==> src/rtl/zbritesi_24bit_seq_if.sv <==
// Handshake/operand bus for the sequential 24-bit subtractor.
// master: requester (drives start/a/b); slave: the subtractor.
interface zbritesi_24bit_seq_if #(
   parameter int WIDTH = 24
);
   logic             start;
   logic [WIDTH-1:0] a;
   logic [WIDTH-1:0] b;
   logic             busy;
   logic             done;
   logic [WIDTH-1:0] diff;
   logic             borrowout;
   logic             zero;
   logic             negative;
   logic             overflow;

   modport master (
      output start, a, b,
      input  busy, done, diff, borrowout, zero, negative, overflow
   );

   modport slave (
      input  start, a, b,
      output busy, done, diff, borrowout, zero, negative, overflow
   );
endinterface

==> src/rtl/zbritesi_24bit_seq.sv <==
// zbritesi_24bit_seq: sequential a - b, STEP bits per clock through a
// registered borrow chain. Latency N = WIDTH/STEP cycles, start/busy/done.
// Optional macro ZBRITESI_FLAGS_EN: when defined, zero/negative/overflow
// are computed and registered at completion; otherwise they are tied to 0.
// WIDTH must be 24 and STEP must divide WIDTH.
module zbritesi_24bit_seq #(
   parameter int WIDTH = 24,
   parameter int STEP  = 1
) (
   input  logic                 clk,
   input  logic                 rst_n,
   zbritesi_24bit_seq_if.slave  bus
);

   localparam int N  = WIDTH / STEP;
   localparam int CW = (N > 1) ? $clog2(N) : 1;

   typedef enum logic {S_IDLE, S_RUN} state_t;

   state_t           state_q;
   logic [WIDTH-1:0] a_q, b_q;      // operand shift registers
   logic [WIDTH-1:0] res_q;         // partial result, filled from the MSB side
   logic             brw_q;         // borrow carried between slices
   logic [CW-1:0]    cnt_q;         // slice index of the current cycle
   logic             busy_q, done_q, borrow_q;
   logic [WIDTH-1:0] diff_q;

   logic [STEP:0]    slice_w;       // {borrow_out, slice}
   logic [WIDTH-1:0] res_d;
   logic             brw_d;
   logic             last_w;
   logic             accept_w;
   logic             finish_w;

   // One slice of the subtraction; the extra MSB is the borrow out.
   assign slice_w = {1'b0, a_q[STEP-1:0]} - {1'b0, b_q[STEP-1:0]}
                    - {{STEP{1'b0}}, brw_q};
   assign brw_d   = slice_w[STEP];
   // New slice enters at the top; after N shifts the first slice sits at bit 0.
   assign res_d   = WIDTH'({slice_w[STEP-1:0], res_q} >> STEP);
   assign last_w  = (cnt_q == CW'(N - 1));

   assign accept_w = (state_q == S_IDLE) && bus.start;
   assign finish_w = (state_q == S_RUN) && last_w;

   // Control FSM plus datapath registers; all outputs are registered here.
   always_ff @(posedge clk or negedge rst_n) begin
      if (!rst_n) begin
         state_q  <= S_IDLE;
         busy_q   <= 1'b0;
         done_q   <= 1'b0;
         diff_q   <= '0;
         borrow_q <= 1'b0;
         a_q      <= '0;
         b_q      <= '0;
         res_q    <= '0;
         brw_q    <= 1'b0;
         cnt_q    <= '0;
      end else begin
         done_q <= 1'b0;
         case (state_q)
            S_IDLE: begin
               if (bus.start) begin
                  state_q <= S_RUN;
                  busy_q  <= 1'b1;
                  a_q     <= bus.a;
                  b_q     <= bus.b;
                  brw_q   <= 1'b0;
                  cnt_q   <= '0;
               end
            end
            S_RUN: begin
               a_q   <= a_q >> STEP;
               b_q   <= b_q >> STEP;
               res_q <= res_d;
               brw_q <= brw_d;
               cnt_q <= cnt_q + CW'(1);
               if (last_w) begin
                  diff_q   <= res_d;
                  borrow_q <= brw_d;
                  done_q   <= 1'b1;
                  busy_q   <= 1'b0;
                  state_q  <= S_IDLE;
               end
            end
            default: state_q <= S_IDLE;
         endcase
      end
   end

   assign bus.busy      = busy_q;
   assign bus.done      = done_q;
   assign bus.diff      = diff_q;
   assign bus.borrowout = borrow_q;

`ifdef ZBRITESI_FLAGS_EN
   logic a_msb_q, b_msb_q;           // operand signs, lost from the shifters
   logic zero_q, neg_q, ovf_q;

   // Capture operand signs at accept, register status flags at completion.
   always_ff @(posedge clk or negedge rst_n) begin
      if (!rst_n) begin
         a_msb_q <= 1'b0;
         b_msb_q <= 1'b0;
         zero_q  <= 1'b0;
         neg_q   <= 1'b0;
         ovf_q   <= 1'b0;
      end else begin
         if (accept_w) begin
            a_msb_q <= bus.a[WIDTH-1];
            b_msb_q <= bus.b[WIDTH-1];
         end
         if (finish_w) begin
            zero_q <= (res_d == '0);
            neg_q  <= res_d[WIDTH-1];
            ovf_q  <= (a_msb_q != b_msb_q) && (res_d[WIDTH-1] != a_msb_q);
         end
      end
   end

   assign bus.zero     = zero_q;
   assign bus.negative = neg_q;
   assign bus.overflow = ovf_q;
`else
   logic unused_w;
   assign unused_w     = accept_w ^ finish_w;
   assign bus.zero     = 1'b0;
   assign bus.negative = 1'b0;
   assign bus.overflow = 1'b0;
`endif

endmodule
==> src/flat_wrapper.sv <==
// flat-port wrapper written by rule: the top's interface ports become plain ports
module zbritesi_24bit_seq_flat 
#(
   parameter int WIDTH = 24,
   parameter int STEP  = 1
)
  (clk, rst_n, bus_start, bus_a, bus_b, bus_busy, bus_done, bus_diff, bus_borrowout, bus_zero, bus_negative, bus_overflow);
  zbritesi_24bit_seq_if #(.WIDTH(WIDTH)) bus_i ();
  input  logic clk;
  input  logic rst_n;
  input wire logic [$bits(bus_i.start)-1:0] bus_start;
  input wire logic [$bits(bus_i.a)-1:0] bus_a;
  input wire logic [$bits(bus_i.b)-1:0] bus_b;
  output wire logic [$bits(bus_i.busy)-1:0] bus_busy;
  output wire logic [$bits(bus_i.done)-1:0] bus_done;
  output wire logic [$bits(bus_i.diff)-1:0] bus_diff;
  output wire logic [$bits(bus_i.borrowout)-1:0] bus_borrowout;
  output wire logic [$bits(bus_i.zero)-1:0] bus_zero;
  output wire logic [$bits(bus_i.negative)-1:0] bus_negative;
  output wire logic [$bits(bus_i.overflow)-1:0] bus_overflow;
  assign bus_i.start = bus_start;
  assign bus_i.a = bus_a;
  assign bus_i.b = bus_b;
  assign bus_busy = bus_i.busy;
  assign bus_done = bus_i.done;
  assign bus_diff = bus_i.diff;
  assign bus_borrowout = bus_i.borrowout;
  assign bus_zero = bus_i.zero;
  assign bus_negative = bus_i.negative;
  assign bus_overflow = bus_i.overflow;
  zbritesi_24bit_seq #(.WIDTH(WIDTH), .STEP(STEP)) u_core (.clk(clk), .rst_n(rst_n), .bus(bus_i));
endmodule
==> config.mk <==
export PLATFORM = sky130hd
export DESIGN_NAME = zbritesi_24bit_seq_flat
export DESIGN_NICKNAME = d
export VERILOG_FILES = /design/src/rtl/zbritesi_24bit_seq_if.sv /design/src/rtl/zbritesi_24bit_seq.sv /design/src/flat_wrapper.sv
export SDC_FILE = /design/constraint.sdc
export NUM_CORES = 1
export LEC_CHECK = 0
export CAP_MARGIN = 30
export CORE_UTILIZATION = 43
export CTS_CLUSTER_DIAMETER = 80
export DETAILED_ROUTE_END_ITERATION = 8
export PLACE_DENSITY = 0.68
export SETUP_SLACK_MARGIN = 0.4
export SYNTH_ARGS = -nofsm -noshare
export SYNTH_HDL_FRONTEND = slang
export SYNTH_SLANG_ARGS = --single-unit
==> constraint.sdc <==
create_clock -name clk -period 1.8 [get_ports clk]
set_clock_uncertainty 0.1 [all_clocks]
set_input_delay 0.36 -clock clk [delete_from_list [all_inputs] [get_ports clk]]
set_output_delay 0.36 -clock clk [all_outputs]
set_load 0.1 [all_outputs]
==> results of run 1 <==
[worst min-delay path by stage]
stage | slack, ns | cells past startpoint | startpoint | endpoint
after global placement | 0.26 | 1 | rst_n | u_core.b_q[5]
after global routing | 0.23 | 2 | bus_start | u_core.cnt_q[2]
after CTS | 0.18 | 2 | bus_start | u_core.cnt_q[2]
after floorplan | -0.04 | 0 | rst_n | u_core.a_q[0]
after detailed placement | 0.26 | 1 | rst_n | u_core.b_q[6]
final | 0.23 | 2 | bus_start | u_core.cnt_q[2]
[logic make-up after synthesis]
| kind of cell | after synthesis |
|---|---|
| buf+inv | 28 |
| flops | 105 |
| mux | 95 |
| simple gates | 63 |
| xor+xnor | 2 |
| other cells | 1 |
| fa+ha+maj | 2 |
| compound gates | 53 |
[cell type report]
| class | instances | area share (%) |
|---|---|---|
| clock buffer | 9 | 2.07 |
| clock inverter | 7 | 1.30 |
| inverter | 4 | 0.461 |
| multi-input combinational | 218 | 28.2 |
| sequential | 105 | 44.1 |
| tap | 133 | 2.78 |
| timing repair buffer | 92 | 20.7 |
| timing repair inverter | 2 | 0.419 |
[stage by stage]
step           hold WS, ns  area, um2
5_1_grt              0.233       5980
3_5_place_dp         0.261       5570
3_3_place_gp         0.257       5570
4_1_cts              0.182       5880
2_1_floorplan      -0.0356       4400
6_report             0.227       5980
[placed cells by master (no fill, tap or decap), types with 4 or more instances in the layout]
master                              n
sky130_fd_sc_hd__nand3_1            4
sky130_fd_sc_hd__nor2_1             4
sky130_fd_sc_hd__buf_12            30
sky130_fd_sc_hd__buf_4              7
sky130_fd_sc_hd__clkdlybuf4s50_1   48
sky130_fd_sc_hd__mux2_2            23
sky130_fd_sc_hd__mux2i_1           49
sky130_fd_sc_hd__nand2_1           51
sky130_fd_sc_hd__mux2_4            14
sky130_fd_sc_hd__dfrtp_1          102
sky130_fd_sc_hd__o21ai_0           49
sky130_fd_sc_hd__mux2_1             9
sky130_fd_sc_hd__clkbuf_8           9
[where the power goes]
group	internal (mW)	switching (mW)	leakage (nW)	total, mW
logic	2.28	3.06	1.31	5.34
clock network	0.661	0.830	0.106	1.49
registers	3.36	0.812	1.34	4.17
total	6.31	4.70	2.76	11.0
[worst max-delay path: cells and delay by family, from the launching register on]
family / cells / cell delay [ns]
buffers and inverters: 2 / 0.25
flip-flops: 1 / 0.52
multiplexers: 1 / 0.32
AND/OR/NAND/NOR: 2 / 0.29
[synthesized netlist by cell type]
cell type                  instances
sky130_fd_sc_hd__buf_2            10
sky130_fd_sc_hd__nor2_1            5
sky130_fd_sc_hd__nand3_1           4
sky130_fd_sc_hd__mux2i_1          49
sky130_fd_sc_hd__nor2b_2           1
sky130_fd_sc_hd__mux2_1           17
sky130_fd_sc_hd__inv_1             3
sky130_fd_sc_hd__o21ai_0          49
sky130_fd_sc_hd__dfrtp_1         105
sky130_fd_sc_hd__nand2_1          51
sky130_fd_sc_hd__clkbuf_1          9
sky130_fd_sc_hd__buf_6             2
sky130_fd_sc_hd__mux2_2           29
sky130_fd_sc_hd__inv_4             1
sky130_fd_sc_hd__conb_1            1
sky130_fd_sc_hd__o22ai_1           1
sky130_fd_sc_hd__fa_1              1
sky130_fd_sc_hd__or3_1             1
sky130_fd_sc_hd__buf_4             3
sky130_fd_sc_hd__a22o_1            2
sky130_fd_sc_hd__nand4_4           1
sky130_fd_sc_hd__xor2_1            1
sky130_fd_sc_hd__ha_1              1
sky130_fd_sc_hd__a21oi_1           1
sky130_fd_sc_hd__xnor2_1           1
[layer usage]
layer  routed length (um)  track usage (%)  vias to the layer above
met5                    0                0                        -
met1                 4260             23.6                     1408
li1                     -                -                     1361
met2                 3870             25.9                       67
met4                  114             4.98                        0
met3                  482             4.95                       11
[flip-flops by register name (all words and copies together) (netlist names)]
| register | flops |
|---|---|
| u_core.bus.done | 1 |
| u_core.a_q | 24 |
| u_core.state_q | 1 |
| u_core.bus.borrowout | 1 |
| u_core.cnt_q | 5 |
| u_core.brw_q | 1 |
| u_core.b_q | 24 |
| u_core.res_q | 23 |
| u_core.bus.busy | 1 |
| u_core.bus.diff | 24 |
[timing repair]
action / CTS / global route
gates cloned: 2 / 1
buffers inserted: 6 / 1
setup endpoints to repair: 81 / 83
pin swaps: 0 / 1
hold buffers: 1 / 0
resized for setup: 12 / 17
hold endpoints to repair: 34 / 0
==> results by group, run 1 <==
Outcome
  • Run status: finished, final reports clean

Worst setup path
  • Critical path class: reg2reg
  • Worst path slowest cell: sky130_fd_sc_hd__dfrtp_4
  • CP required: 1.95 ns
  • Path depth of the worst reg2reg path: 5
  • Source of the critical timing path: u_core.state_q
  • Setup crit end kind: register
  • Crit start category: register
  • Sequence of cells on the critical path: nor2b_4 > nand4_4 > buf_6 > buf_6 > mux2_2
  • Crit Path Max Fanout: 3
  • Worst flop-to-flop path startpoint: u_core.state_q
  • Delay of the slowest critical-path stage: 0.52 ns
  • CP Capture Point: u_core.bus.borrowout
  • Worst R2R End: u_core.bus.borrowout
  • WP data arrival: about 1.7 ns
  • Cell with the most instances on the worst path: sky130_fd_sc_hd__buf_6
  • Reg-to-reg setup timing slack: between 0.2 and 0.25 ns

Die
  • Die W: 103 um
  • Row Count: 36
  • Effective utilization at floorplan: 44.6%
  • Y dimension of the die: between 100 and 150 um
  • Core area: between 9000 and 10000 um2
  • IO Count: 81
  • Total die area: approximately 11000 um2

Logic synthesis
  • Number of instances in the synthesized netlist: 349
  • Cell types with the largest area share after synthesis: sky130_fd_sc_hd__dfrtp_1, sky130_fd_sc_hd__mux2i_1, sky130_fd_sc_hd__mux2_2
  • Post-Synthesis Mean Instance Area: 12.5 um2
  • Yosys warnings: 0
  • Synth unique cells: 25
  • Most area-hungry cell type in the Yosys netlist: sky130_fd_sc_hd__dfrtp_1
  • Combinational family with the most area after synthesis: multiplexers
  • Fraction of the yosys area taken by sequential cells: between 60 and 70%
  • Adder-cell area share of the yosys netlist: less than 1%
  • Proportion of synthesized area in mux cells: a little under a quarter
  • Number of storage elements in the synthesis netlist: about 110
  • Simple-gate area share of the yosys netlist: 6.09%
  • Share of Yosys cell area claimed by the top area cell type: 60.0%
  • Synthesized-area fraction occupied by xor and xnor cells: 0.400%
  • Synth Area in Compound Gates: 6.26%
  • Mapped Area: 4380 um2

Pwr
  • Power density cells: 1840 nW/um2
  • Leakage power: between 2 and 3 nW
  • VDD IR max: 1.54 mV
  • Final Total Pwr: about 11 mW

Final layout
  • Fraction of the core area covered by cells at the end of the flow: 60.9%
  • Signed area change from the synthesized netlist to the final layout: 36.6%
  • Diodes inserted: 0
  • Total area of multi-input combinational cells: between 1500 and 2000 um2
  • Cell Count, Final, Fillers Out: 570
  • Layout cell share with drive strength beyond 1: ~24%
  • Storage element area: 2630 um2
  • Filler cell count in the final layout: between 800 and 900
  • Fin nets: 485

Timing
  • Unrepaired setup endpoints after global routing: yes
  • Setup_tns: 0 ns
  • Tcrit/Tclk final: approximately 87%
  • Final setup fails: 0
  • Final Slew Violations: 0
  • Max Fclk: between 0.6 and 0.7 GHz
  • Min Clock Period, post-route: approximately 1.6 ns
  • Worst Slack Setup Final: 0.233 ns
  • Final hold violations: 0

Route
  • Length of the first detailed-routing pass in iterations: 4
  • 1st-iter DRT viols: around 120
  • Remaining antenna violation count: 0
  • Total Wirelength: between 8 and 9 mm
  • Routed wirelength normalized by instance count: between 15 and 20 um
  • Via count: approximately 2800
  • Via density per instance: ~5
  • Remaining design rule violation count: 0

Place
  • Post-Place Setup Slack: ~0.15 ns
  • Cell count after placement: 543
  • GPL Wtd Cong: around 0.78
  • HPWL after detailed placement: between 5 and 6 mm
  • IO Port Bufs: between 70 and 80

Hold path
  • Hold/Removal Path Class: in2reg

Global route
  • Antenna violations before repair: 0
  • Number of global-route vias before repair: 2783
  • Total global-route track usage: between 10% and 20%
  • Global route overflow: 0
  • Wire length of the first global-routing pass: about 14 mm
  • Maximum number of pins on one net before global-route repair: 122

CTS
  • Largest buffer count on any clock path: 2
  • Cts bufs inserted: 9
  • Clock latency on the worst-skew pair: about 0.36 ns
  • Clock tree from TritonCTS: built
  • Clk sink count: about 110
  • Library cell used as clock root buffer: sky130_fd_sc_hd__clkbuf_8
  • Count of H-tree levels built during CTS: 3
  • Clock transition at the register clock pins on the worst setup and hold paths after CTS: ~0.1 ns

Job
  • Max_cap viols: 0
(Power assumes the default switching activity.)
==> run 2, diff against run 1 <==
Settings changed: TNS_END_PERCENT set to 1.
==> run 2 against run 1 <==
Final area grew 1.3%. Total power grew 0.59%. Sequential share of layout area shrank 0.61 points. First-iteration DRC count shrank 27%. Global-route usage shrank 0.67 points. Combinational power grew 0.7%. Critical path depth is the same. Via count grew 2.5%. Largest cell class unchanged. Largest power group unchanged.
==> results by group, run 2 (synthesis results as in run 1) <==
Outcome
  • Run status: finished, final reports clean

Place
  • HPWL after detailed placement: 5.39 mm (+2.8%)
  • GPL Wtd Cong: 0.760 (-3.0%)
  • IO Port Bufs: 77 (unchanged)

Route
  • Remaining antenna violation count: 0 (unchanged)
  • Via count: 2918 (+2.5%)
  • Total Wirelength: 9.04 mm (+3.5%)
  • Via density per instance: 5.06 (+1.3%)
  • 1st-iter DRT viols: 88 (-27%)
  • Remaining design rule violation count: 0 (unchanged)
  • Length of the first detailed-routing pass in iterations: 5 (+1)
  • Routed wirelength normalized by instance count: 15.7 um (+2.2%)

Global route
  • Wire length of the first global-routing pass: 13.0 mm (-5.0%)
  • Global route overflow: 0 (unchanged)
  • Total global-route track usage: 16.3% (-0.67 points)
  • Number of global-route vias before repair: 2751 (-1.1%)
  • Antenna violations before repair: 0 (unchanged)
  • Maximum number of pins on one net before global-route repair: 122 (unchanged)

Pwr
  • Leakage power: 2.80 nW (+1.7%)
  • Power density cells: 1830 nW/um2 (-0.70%)
  • Final Total Pwr: 11.1 mW (+0.59%)
  • VDD IR max: 1.52 mV (-1.2%)

CTS
  • Largest buffer count on any clock path: 2 (unchanged)
  • Cts bufs inserted: 9 (unchanged)
  • Count of H-tree levels built during CTS: 3 (unchanged)
  • Clock transition at the register clock pins on the worst setup and hold paths after CTS: 0.11 ns (about the same)
  • Clock tree from TritonCTS: built
  • Clk sink count: 105 (unchanged)
  • Library cell used as clock root buffer: sky130_fd_sc_hd__clkbuf_8
  • Clock latency on the worst-skew pair: 0.36 ns (about the same)

Timing
  • Unrepaired setup endpoints after global routing: yes
  • Setup_tns: 0 ns (unchanged)
  • Tcrit/Tclk final: 86.5% (-0.56 points)
  • Max Fclk: 0.642 GHz (+0.65%)
  • Min Clock Period, post-route: 1.56 ns (-0.0100 ns)
  • Final Slew Violations: 0 (unchanged)
  • Final setup fails: 0 (unchanged)
  • Final hold violations: 0 (unchanged)

Die
  • Total die area: 10600 um2 (unchanged)
  • Die W: 103 um (unchanged)
  • Core area: 9820 um2 (unchanged)
  • Y dimension of the die: 103 um (unchanged)
  • Row Count: 36 (unchanged)
  • Effective utilization at floorplan: 44.6% (unchanged)
  • IO Count: 81 (unchanged)

Hold path
  • Hold/Removal Path Class: in2reg

Final layout
  • Layout cell share with drive strength beyond 1: 24.8% (+0.52 points)
  • Commonest cells after routing, fill and taps aside: sky130_fd_sc_hd__dfrtp_1, sky130_fd_sc_hd__nand2_1, sky130_fd_sc_hd__mux2i_1, sky130_fd_sc_hd__o21ai_0, sky130_fd_sc_hd__clkdlybuf4s50_1
  • Filler cell count in the final layout: 824 (+0.49%)
  • Most common library cell in the layout ignoring fill and taps: sky130_fd_sc_hd__dfrtp_1
  • Storage element area: 2630 um2 (about the same)
  • Fin nets: 492 (+1.4%)
  • Diodes inserted: 0 (unchanged)
  • Total area of multi-input combinational cells: 1680 um2 (-0.52%)
  • Signed area change from the synthesized netlist to the final layout: 38.3%

Worst setup path
  • Critical path class: reg2reg
  • CP required: 1.95 ns (about the same)
  • Crit start category: register
  • Crit Path Max Fanout: 7 (+4)
  • Setup crit end kind: register
  • WP data arrival: 1.71 ns (about the same)

Job
  • Max_cap viols: 0 (unchanged)
==> run 2: cell count changes in the layout (fill, tap and decap cells not counted), sizes merged <==
cell and change:
clkinv -1, buf +6, clkinvlp +1, clkbuf +1
==> run 2: per-layer routing <==
| layer | share of wire, % | global-route usage, % |
|---|---|---|
| met2 | 47 | 25.4 |
| met3 | 5.2 | 5.97 |
| met5 | 0 | 0 |
| met4 | 0.94 | 4.23 |
| met1 | 47 | 21.6 |
==> run 2: final timing paths <==
kind                                 startpoint                 end  slack, ns  cells past startpoint
worst max-delay path            u_core.cnt_q[0]  u_core.bus.diff[2]       0.24                      5
worst min-delay path                  bus_start     u_core.cnt_q[2]       0.29                      2
worst max register to register  u_core.cnt_q[0]  u_core.bus.diff[2]       0.24                      5
worst min register to register    u_core.b_q[6]       u_core.b_q[5]       0.39                      2
max in group asynchronous                 rst_n        u_core.brw_q       0.56                      3
min in group asynchronous                 rst_n      u_core.a_q[21]       0.40                      2
==> run 2: layout make-up <==
class | instances | area share (%)
clock buffers | 9 | 2.05
clock inverters | 7 | 1.43
multi-input cells | 218 | 27.7
repair buffers | 99 | 21.7
well taps | 133 | 2.75
repair inverters | 2 | 0.455
flip-flops and latches | 105 | 43.5
inverters | 4 | 0.455
==> run 2: critical path, stage by stage (launching register included) <==
cell and delay [ns]:
sky130_fd_sc_hd__dfrtp_1 0.44, sky130_fd_sc_hd__ha_4 0.18, sky130_fd_sc_hd__nand4_4 0.16, sky130_fd_sc_hd__buf_6 0.19, sky130_fd_sc_hd__clkinv_8 0.07, sky130_fd_sc_hd__mux2_4 0.30
==> run 2: report_power, final <==
| part | internal [mW] | leakage (nW) | total [mW] | switching (mW) |
|---|---|---|---|---|
| Sequential | 3.36 | 1.34 | 4.16 | 0.806 |
| Combinational | 2.30 | 1.36 | 5.38 | 3.07 |
| Clock | 0.673 | 0.104 | 1.53 | 0.860 |
| Total | 6.33 | 2.80 | 11.1 | 4.74 |
==> run 2: through the flow <==
stage	util (%)	std cells	hold WS [ns]	setup slack [ns]	cell area (um2)
floorplan	-	351	-0.0356	0.314	4400
global placement	56.9	546	0.212	0.178	5590
detailed placement	56.9	546	0.219	0.152	5590
CTS	59.2	563	0.250	0.234	5810
global route	61.7	577	0.274	0.179	6050
finish	61.7	577	0.288	0.243	6050
==> run 2: timing repair <==
item / 4_1_cts / 5_1_grt
hold buffers: 1 / 0
hold endpoints to repair: 28 / 0
cloned: 0 / 4
resized for setup: 2 / 26
buffers inserted: 0 / 10
setup endpoints to repair: 81 / 81
pin swaps: 0 / 2
==> run 3, diff against run 2 <==
Settings changed: ABC_AREA set to 0, CORE_MARGIN set to 3, GPL_TIMING_DRIVEN set to 0.
==> run 3 against run 2 <==
Largest cell class unchanged. Sequential cell count is the same. Critical path depth stayed put. Clock power increased by 7%. Via count shrank 0.21%. Critical endpoint is now u_core.bus.diff[10].
==> results by group, run 3 (synthesis results as in run 1) <==
Final layout
  • Cell Count, Final, Fillers Out: 589 (+2.1%)
  • Layout cell share with drive strength beyond 1: 26.1% (+1.3 points)
  • Most common library cell in the layout ignoring fill and taps: sky130_fd_sc_hd__dfrtp_1
  • Commonest cells after routing, fill and taps aside: sky130_fd_sc_hd__dfrtp_1, sky130_fd_sc_hd__nand2_1, sky130_fd_sc_hd__mux2i_1, sky130_fd_sc_hd__o21ai_0, sky130_fd_sc_hd__clkdlybuf4s50_1
  • Fin nets: 504 (+2.4%)
  • Signed area change from the synthesized netlist to the final layout: 31.2%
  • Diodes inserted: 0 (unchanged)
  • Fraction of the core area covered by cells at the end of the flow: 58.5% (-3.2 points)

Route
  • Total Wirelength: 8.87 mm (-1.8%)
  • Via count: 2912 (-0.21%)
  • Remaining design rule violation count: 0 (unchanged)
  • 1st-iter DRT viols: 116 (+32%)
  • Length of the first detailed-routing pass in iterations: 4 (-1)
  • Remaining antenna violation count: 0 (unchanged)
  • Routed wirelength normalized by instance count: 15.1 um (-3.8%)
  • Via density per instance: 4.94 (-2.2%)

Die
  • IO Count: 81 (unchanged)
  • Core area: 9820 um2 (unchanged)
  • Y dimension of the die: 107 um (+3.9%)
  • Die W: 107 um (+3.9%)
  • Row Count: 36 (unchanged)
  • Total die area: 11400 um2 (+7.9%)
  • Effective utilization at floorplan: 44.6% (unchanged)

CTS
  • Cts bufs inserted: 9 (unchanged)
  • Clock latency on the worst-skew pair: 0.36 ns (about the same)
  • Largest buffer count on any clock path: 2 (unchanged)
  • Clock transition at the register clock pins on the worst setup and hold paths after CTS: 0.10 ns (about the same)
  • Count of H-tree levels built during CTS: 3 (unchanged)
  • Library cell used as clock root buffer: sky130_fd_sc_hd__clkbuf_8
  • Clock tree from TritonCTS: built
  • Clk sink count: 105 (unchanged)

Worst setup path
  • Worst path slowest cell: sky130_fd_sc_hd__dfrtp_1
  • Setup crit end kind: register
  • Crit start category: register
  • Sequence of cells on the critical path: nor2b_4 > nand4_4 > clkinv_4 > clkbuf_16 > mux2_4
  • CP required: 1.95 ns (about the same)
  • Buffering stage count on the worst path with inverters included: 2 (unchanged)
  • Crit Path Max Fanout: 5 (-2)
  • Delay of the slowest critical-path stage: 0.43 ns (about the same)
  • Cell type group with the largest total delay on the critical path: flip-flops
  • Critical path class: reg2reg
  • WP data arrival: 1.70 ns (about the same)

Global route
  • Total global-route track usage: 15.6% (-0.74 points)
  • Wire length of the first global-routing pass: 14.4 mm (+10%)
  • Maximum number of pins on one net before global-route repair: 64 (-48%)
  • Number of global-route vias before repair: 2908 (+5.7%)
  • Antenna violations before repair: 0 (unchanged)
  • Global route overflow: 0 (unchanged)

Place
  • HPWL after detailed placement: 5.81 mm (+7.8%)
  • GPL Wtd Cong: 0.718 (-5.5%)
  • Post-Place Setup Slack: -0.156 ns (-0.308 ns)
  • IO Port Bufs: 76 (-1.3%)
  • Cell count after placement: 561 (+2.7%)

Pwr
  • VDD IR max: 1.49 mV (-1.8%)
  • Power density cells: 1810 nW/um2 (-1.1%)
  • Leakage power: 2.70 nW (-3.6%)
  • Final Total Pwr: 10.4 mW (-6.2%)

Timing
  • Relative max-transition margin: between 60% and 70%
  • Worst Slack Setup Final: 0.256 ns (+0.0125 ns)
  • Least-Margin Pin Slew: 0.586 ns
  • Tcrit/Tclk final: 85.8% (-0.69 points)
  • Unrepaired setup endpoints after global routing: yes
  • Min Clock Period, post-route: 1.54 ns (-0.0125 ns)
  • Final Slew Violations: 0 (unchanged)
  • Final setup fails: 0 (unchanged)
  • Final hold violations: 0 (unchanged)
  • Max Fclk: 0.648 GHz (+0.81%)

Hold path
  • Hold/Removal Path Class: reg2reg

Outcome
  • Run status: finished, final reports clean

Job
  • Max_cap viols: 0 (unchanged)
## run 3: cell types whose count changed in the layout (fill, tap and decap cells not counted), sizes merged
cell | before | now
inv | 7 | 6
bufinv | 1 | 2
clkbuf | 11 | 22
buf | 48 | 51
clkinv | 4 | 2
## run 3: worst min-delay path, cell delays in order, from the launching register on
cell	delay, ns
sky130_fd_sc_hd__dfrtp_1	0.35
sky130_fd_sc_hd__nand2_1	0.05
sky130_fd_sc_hd__o21ai_0	0.06
## run 3: power breakdown
part / leakage [nW] / internal [mW] / total [mW] / switching (mW)
combinational: 1.25 / 1.69 / 4.75 / 3.06
clock: 0.112 / 0.801 / 1.64 / 0.835
sequential: 1.34 / 3.35 / 3.99 / 0.641
## run 3: path summary, 6_finish.rpt
path	startpoint	end	slack, ns	cells past startpoint
hold reg to reg	u_core.a_q[20]	u_core.a_q[19]	0.38	2
hold / removal	u_core.a_q[20]	u_core.a_q[19]	0.38	2
setup reg to reg	u_core.state_q	u_core.bus.diff[10]	0.26	5
max in group asynchronous	rst_n	u_core.cnt_q[4]	0.47	3
min in group asynchronous	rst_n	u_core.b_q[4]	0.43	2
setup / recovery	u_core.state_q	u_core.bus.diff[10]	0.26	5
## run 3: per-stage QoR
step | instance area [um2] | setup TNS (ns) | hold WS (ns)
final | 5740 | 0 | 0.379
after global routing | 5740 | 0 | 0.392
after CTS | 5600 | 0 | 0.378
after detailed placement | 5350 | -3.27 | 0.300
after global placement | 5320 | -389.50 | 0.360
after floorplan | 4400 | 0 | -0.0356
## run 3: repair_timing
item                                    CTS  global route
endpoints found under the hold margin    42             0
endpoints found under the setup margin  124           190
hold buffers                              1             0
pin swaps                                 1             1
resized for setup                       167            22
cloned                                    0             2
setup buffers                             7             2
## run 3: layer usage
layer	vias to the layer above	wire length [um]	GRT usage (%)
met5	-	0	0
met4	0	79	3.84
met3	10	349	3.85
met2	65	4120	23.7
met1	1445	4320	22.5
li1	1392	-	-
## run 3: final cells by class
| cell class | instances | area (um2) |
|---|---|---|
| Fill cell | 872 | 4080 |
| Tap cell | 133 | 166 |
| Buffer | 24 | 144 |
| Clock buffer | 9 | 124 |
| Sequential cell | 105 | 2630 |
| Inverter | 4 | 20.0 |
| Multi-Input combinational cell | 218 | 1700 |
| Timing Repair Buffer | 89 | 858 |
| Clock inverter | 7 | 101 |
